--- src/rtl/fifo_rd_ctrl.sv ---
// fifo_rd_ctrl: FIFO read-side controller with a 2-entry skid buffer, burst framing and delivered-word count
module fifo_rd_ctrl #(
    parameter int data_width = 16,
    parameter int burst_len  = 4,
    parameter int cnt_width  = 16
) (
    input  logic                  rd_clk,
    input  logic                  rst,
    input  logic                  fifo_empty,
    input  logic                  fifo_valid,
    input  logic [data_width-1:0] fifo_dout,
    output logic                  fifo_rd_en,
    output logic                  out_valid,
    output logic [data_width-1:0] out_data,
    output logic                  out_last,
    input  logic                  out_ready,
    output logic                  busy,
    output logic [cnt_width-1:0]  word_cnt,
    output logic                  ovf_err
);
    localparam int bw = burst_len > 1 ? $clog2(burst_len) : 1;
    localparam logic [bw-1:0] last_idx = bw'(burst_len - 1);
    typedef enum logic [1:0] {IDLE, ACTIVE, STALL} state_t;
    state_t                r_state;
    logic [1:0]            r_occ;
    logic                  r_pend;
    logic                  r_rst_d;
    logic                  r_ovf;
    logic [data_width-1:0] r_buf0;
    logic [data_width-1:0] r_buf1;
    logic [bw-1:0]         r_bcnt;
    logic [cnt_width-1:0]  r_word_cnt;
    logic                  w_pop;
    logic                  w_push;
    logic [1:0]            w_base;
    logic [1:0]            w_occ_n;
    assign w_pop      = out_valid && out_ready;
    assign w_push     = fifo_valid && r_pend;
    assign w_base     = r_occ - {1'b0, w_pop};
    assign w_occ_n    = w_base + {1'b0, w_push};
    // an in-flight read counts as occupied so the buffer can never overflow
    assign fifo_rd_en = !rst && !fifo_empty && ({1'b0, r_occ} + {2'b0, r_pend} - {2'b0, w_pop} <= 3'd1);
    assign out_valid  = r_occ != 2'd0;
    assign out_data   = r_buf0;
    assign out_last   = out_valid && r_bcnt == last_idx;
    assign busy       = r_state != IDLE;
    assign word_cnt   = r_word_cnt;
    assign ovf_err    = r_ovf;
    always_ff @(posedge rd_clk) begin
        if (rst) begin
            r_state    <= IDLE;
            r_occ      <= '0;
            r_pend     <= 1'b0;
            r_rst_d    <= 1'b1;
            r_ovf      <= 1'b0;
            r_buf0     <= '0;
            r_buf1     <= '0;
            r_bcnt     <= '0;
            r_word_cnt <= '0;
        end else begin
            r_rst_d    <= 1'b0;
            r_occ      <= w_occ_n;
            r_pend     <= fifo_rd_en;
            if (w_pop) r_buf0 <= r_buf1;
            if (w_push && w_base == 2'd0) r_buf0 <= fifo_dout;
            if (w_push && w_base == 2'd1) r_buf1 <= fifo_dout;
            if (w_pop) r_bcnt <= r_bcnt == last_idx ? '0 : r_bcnt + 1'b1;
            r_word_cnt <= r_word_cnt + cnt_width'(w_pop);
            // a stale read return right after reset is dropped silently
            if (fifo_valid && !r_pend && !r_rst_d) r_ovf <= 1'b1;
            r_state    <= (w_occ_n == 2'd0 && !fifo_rd_en) ? IDLE :
                          (w_occ_n != 2'd0 && !out_ready) ? STALL : ACTIVE;
        end
    end
endmodule

--- config.mk ---
export PLATFORM = sky130hd
export DESIGN_NAME = fifo_rd_ctrl
export DESIGN_NICKNAME = d
export VERILOG_FILES = /design/src/rtl/fifo_rd_ctrl.sv
export SDC_FILE = /design/constraint.sdc
export NUM_CORES = 1
export LEC_CHECK = 0
export ABC_AREA = 1
export BUFFER_PORTS_ARGS = -buffer_cell sky130_fd_sc_hd__clkbuf_2
export CELL_PAD_IN_SITES_DETAIL_PLACEMENT = 1
export CELL_PAD_IN_SITES_GLOBAL_PLACEMENT = 1
export CORE_UTILIZATION = 38
export DETAILED_ROUTE_END_ITERATION = 10
export PLACE_DENSITY = 0.8
export SYNTH_ARGS = -nofsm -noshare
export SYNTH_HDL_FRONTEND = slang
export SYNTH_SLANG_ARGS = --single-unit
--- constraint.sdc ---
create_clock -name rd_clk -period 2.9 [get_ports rd_clk]
set_input_delay 0.435 -clock rd_clk [delete_from_list [all_inputs] [get_ports rd_clk]]
set_output_delay 0.435 -clock rd_clk [all_outputs]
set_load 0.1 [all_outputs]
==> out/metrics.cfg <==
[outcome]
status=completed

[clock_network]
htreeDepth=3
cts_tree=yes
cts.root.buffer_cell=clkbuf_8
ctsResizeCount=0
postCtsSetupBuffers=0
hold_buffers=0
clk_pin_slew_ps=70
clock_sinks=57
worstSkewPairLatency_ps=340
clock_path_buffers=2
cts_buffers=9

[placed_design]
place_congestion=0.7539
dp_slack_ps=392.7
dp_hpwl_um=4485
placed_area_um2=3023
io_buffers=57

[flow_run]
cap_violations=0

[finish]
fin_area_um2=3286
antennaDiodeCount=0
regArea_um2=1146
drive_gt1_share_pct=22.09
syn_to_final_growth_pct=23.11
final_nets=442
fill_cells=874
multi_input_area_um2=1254

[pwr]
switching_power_mw=0.5535
p_per_area_nw_per_um2=610.7
seqPwrFrac_pct=40.6
p_comb_share_pct=13.5
p_leak_nw=1.637
irDropWorstVdd_uv=257.5
swShare_pct=27.59
power.share.clock_pct=46.0
fin_total_pwr_mw=2.006
power.internal_mw=1.453

[setup_path]
cp-end-kind=output pin
cp_max_fo=5
critPathKind=flip-flop to output pin
r2r-end=word_cnt[14]$_SDFF_PP0_
worstPathRequired_ps=2470
worstPathArrival_ps=2280
r2r_cells=10
rrSetupSlack_ps=610
worstSetupStartpoint=r_occ[1]$_SDFF_PP0_
cp-start-kind=flip-flop
reg2reg_from=r_occ[1]$_SDFF_PP0_

[route]
viasPerCell=4.901
drc=0
vias=2534
wl_per_cell_um=13.37
drtIter0Drc=79
detail-route-antenna-nets=0
first_pass_iters=4
drt-total-wl_um=6912

[timing]
relSlewSlack_pct=54.28
final.setup.tns_ps=0
tightest_slew_ps=685.0
hold_viol=0
skew_ps=9.313
drv_slew=0
rsz0062_at_grt=no
fmax_mhz=367.7
fin_crit_ps=2719
setup_viol=0
finalCritPeriodShare_pct=93.77
whs_ps=353.0
fin_ws_ps=180.7

[floorplanning]
dieArea_um2=7363
die_h_um=85.81
die_w_um=85.81
coreArea_um2=6794
rows=30
ioPinCount=58
start_util_pct=39.28

[worst_hold_path]
worstHoldPathCells=2
hold_start=fifo_dout[7]
min_to=out_data[7]$_SDFFE_PP0P_
hp-class=input pin to flip-flop

[logic_synthesis]
synth.area.top_cells=dfxtp_1 (43%), nand2_1 (11%), nand3_1 (7.5%), o211a_1 (6.4%), inv_1 (6.0%)
syn_area_um2=2669
synth_common_cells=nand2_1 (81), dfxtp_1 (57), inv_1 (43), nor2_1 (42), nand3_1 (40)
ys.flop_type=dfxtp_1
syn_area_per_cell_um2=7.393
async_flop_share_pct=0
synth.most_common_cell=nand2_1
ys_warn_count=0
ys_ff_latch=57
seq_area_frac_synth_pct=42.76
synth.distinct_cells=32
yosys.area.top_type=dfxtp_1
syn_inst=361
syn_nets=387
yosysTopAreaCellShare_pct=42.76
synth_edf_count=0

[global_route]
grt.overflow.total=0
first_global_vias=2541
grt_max_degree=36
grt_pass1_wl_um=11690
track_usage_pct=20.48
antenna_found_initial=0

[cells by family after synthesis]
| group | count (synthesis) | share of synthesized area [%] |
|---|---|---|
| adders and majority gates | 5 | 2.626 |
| buffers and inverters | 64 | 11.06 |
| and+or+nand+nor | 176 | 28.27 |
| DFF | 57 | 42.76 |
| AOI/OAI and AO/OA | 55 | 13.97 |
| xor gates and xnor gates | 4 | 1.313 |
[cell type report]
class | count | share of cell area (%)
Sequential cell | 57 | 34.88
Clock inverter | 6 | 3.199
Tap cell | 96 | 3.656
Inverter | 46 | 5.522
Timing Repair Buffer | 62 | 10.40
Clock buffer | 10 | 4.189
Multi-Input combinational cell | 240 | 38.16
[routing by layer]
metal / vias to the layer above / GRT usage [%] / share of wire, %
li1: 1265 / - / -
met3: 14 / 5.197 / 3.5
met5: - / 0 / 0
met1: 1215 / 24.54 / 46
met2: 40 / 34.18 / 49
met4: 0 / 10.15 / 2.3
[registers in the layout, indices dropped and copies added (netlist names)]
register	flops
r_buf1	16
r_pend	1
ovf_err	1
r_occ	2
out_data	16
word_cnt	16
r_state	2
r_bcnt	2
r_rst_d	1
[worst max-delay path: stages (launching register included)]
cell and delay, ps:
dfxtp_4 400, inv_4 60, nand2_8 70, nand2_2 60
xor2_1 170, ha_1 160, inv_1 50, fa_1 380
xnor2_1 190, nand3_2 130, clkinvlp_4 110, buf_12 170
[placed cells by master (no fill, tap or decap), types with 2 or more instances in the layout]
master / count
a21oi_1: 25
buf_4: 4
bufinv_16: 3
clkbuf_2: 56
clkbuf_8: 10
clkinv_1: 2
clkinv_2: 3
dfxtp_1: 55
ha_1: 4
inv_1: 40
inv_4: 2
nand2_1: 80
nand3_1: 39
nand3_2: 2
nand4_1: 3
nor2_1: 42
nor3_1: 2
o211a_1: 17
o21a_1: 2
o21ai_0: 8
xnor2_1: 3
[power by group through the flow]
stage	sequential (mW)	clock, mW	combinational, mW
after floorplan	0.935	0	0.111
after global placement	0.832	0	0.265
after detailed placement	0.832	0	0.269
after CTS	0.815	0.942	0.271
after global routing	0.816	0.981	0.291
final	0.814	0.922	0.270
[through the flow]
step                utilization, %  cells
floorplan                        -    361
finish                       48.36    517
CTS                          48.07    517
global placement             44.49    501
global route                 48.36    517
detailed placement           44.49    501
[worst max-delay path by stage]
stage                            end  slack (ps)  cells past startpoint
after floorplan           fifo_rd_en          80                     12
after global placement    fifo_rd_en         430                      9
after detailed placement  fifo_rd_en         390                      9
after CTS                 fifo_rd_en          60                     10
after global routing      fifo_rd_en          20                     11
final                     fifo_rd_en         180                     11
No activity file was read; power rests on OpenSTA's default activity.
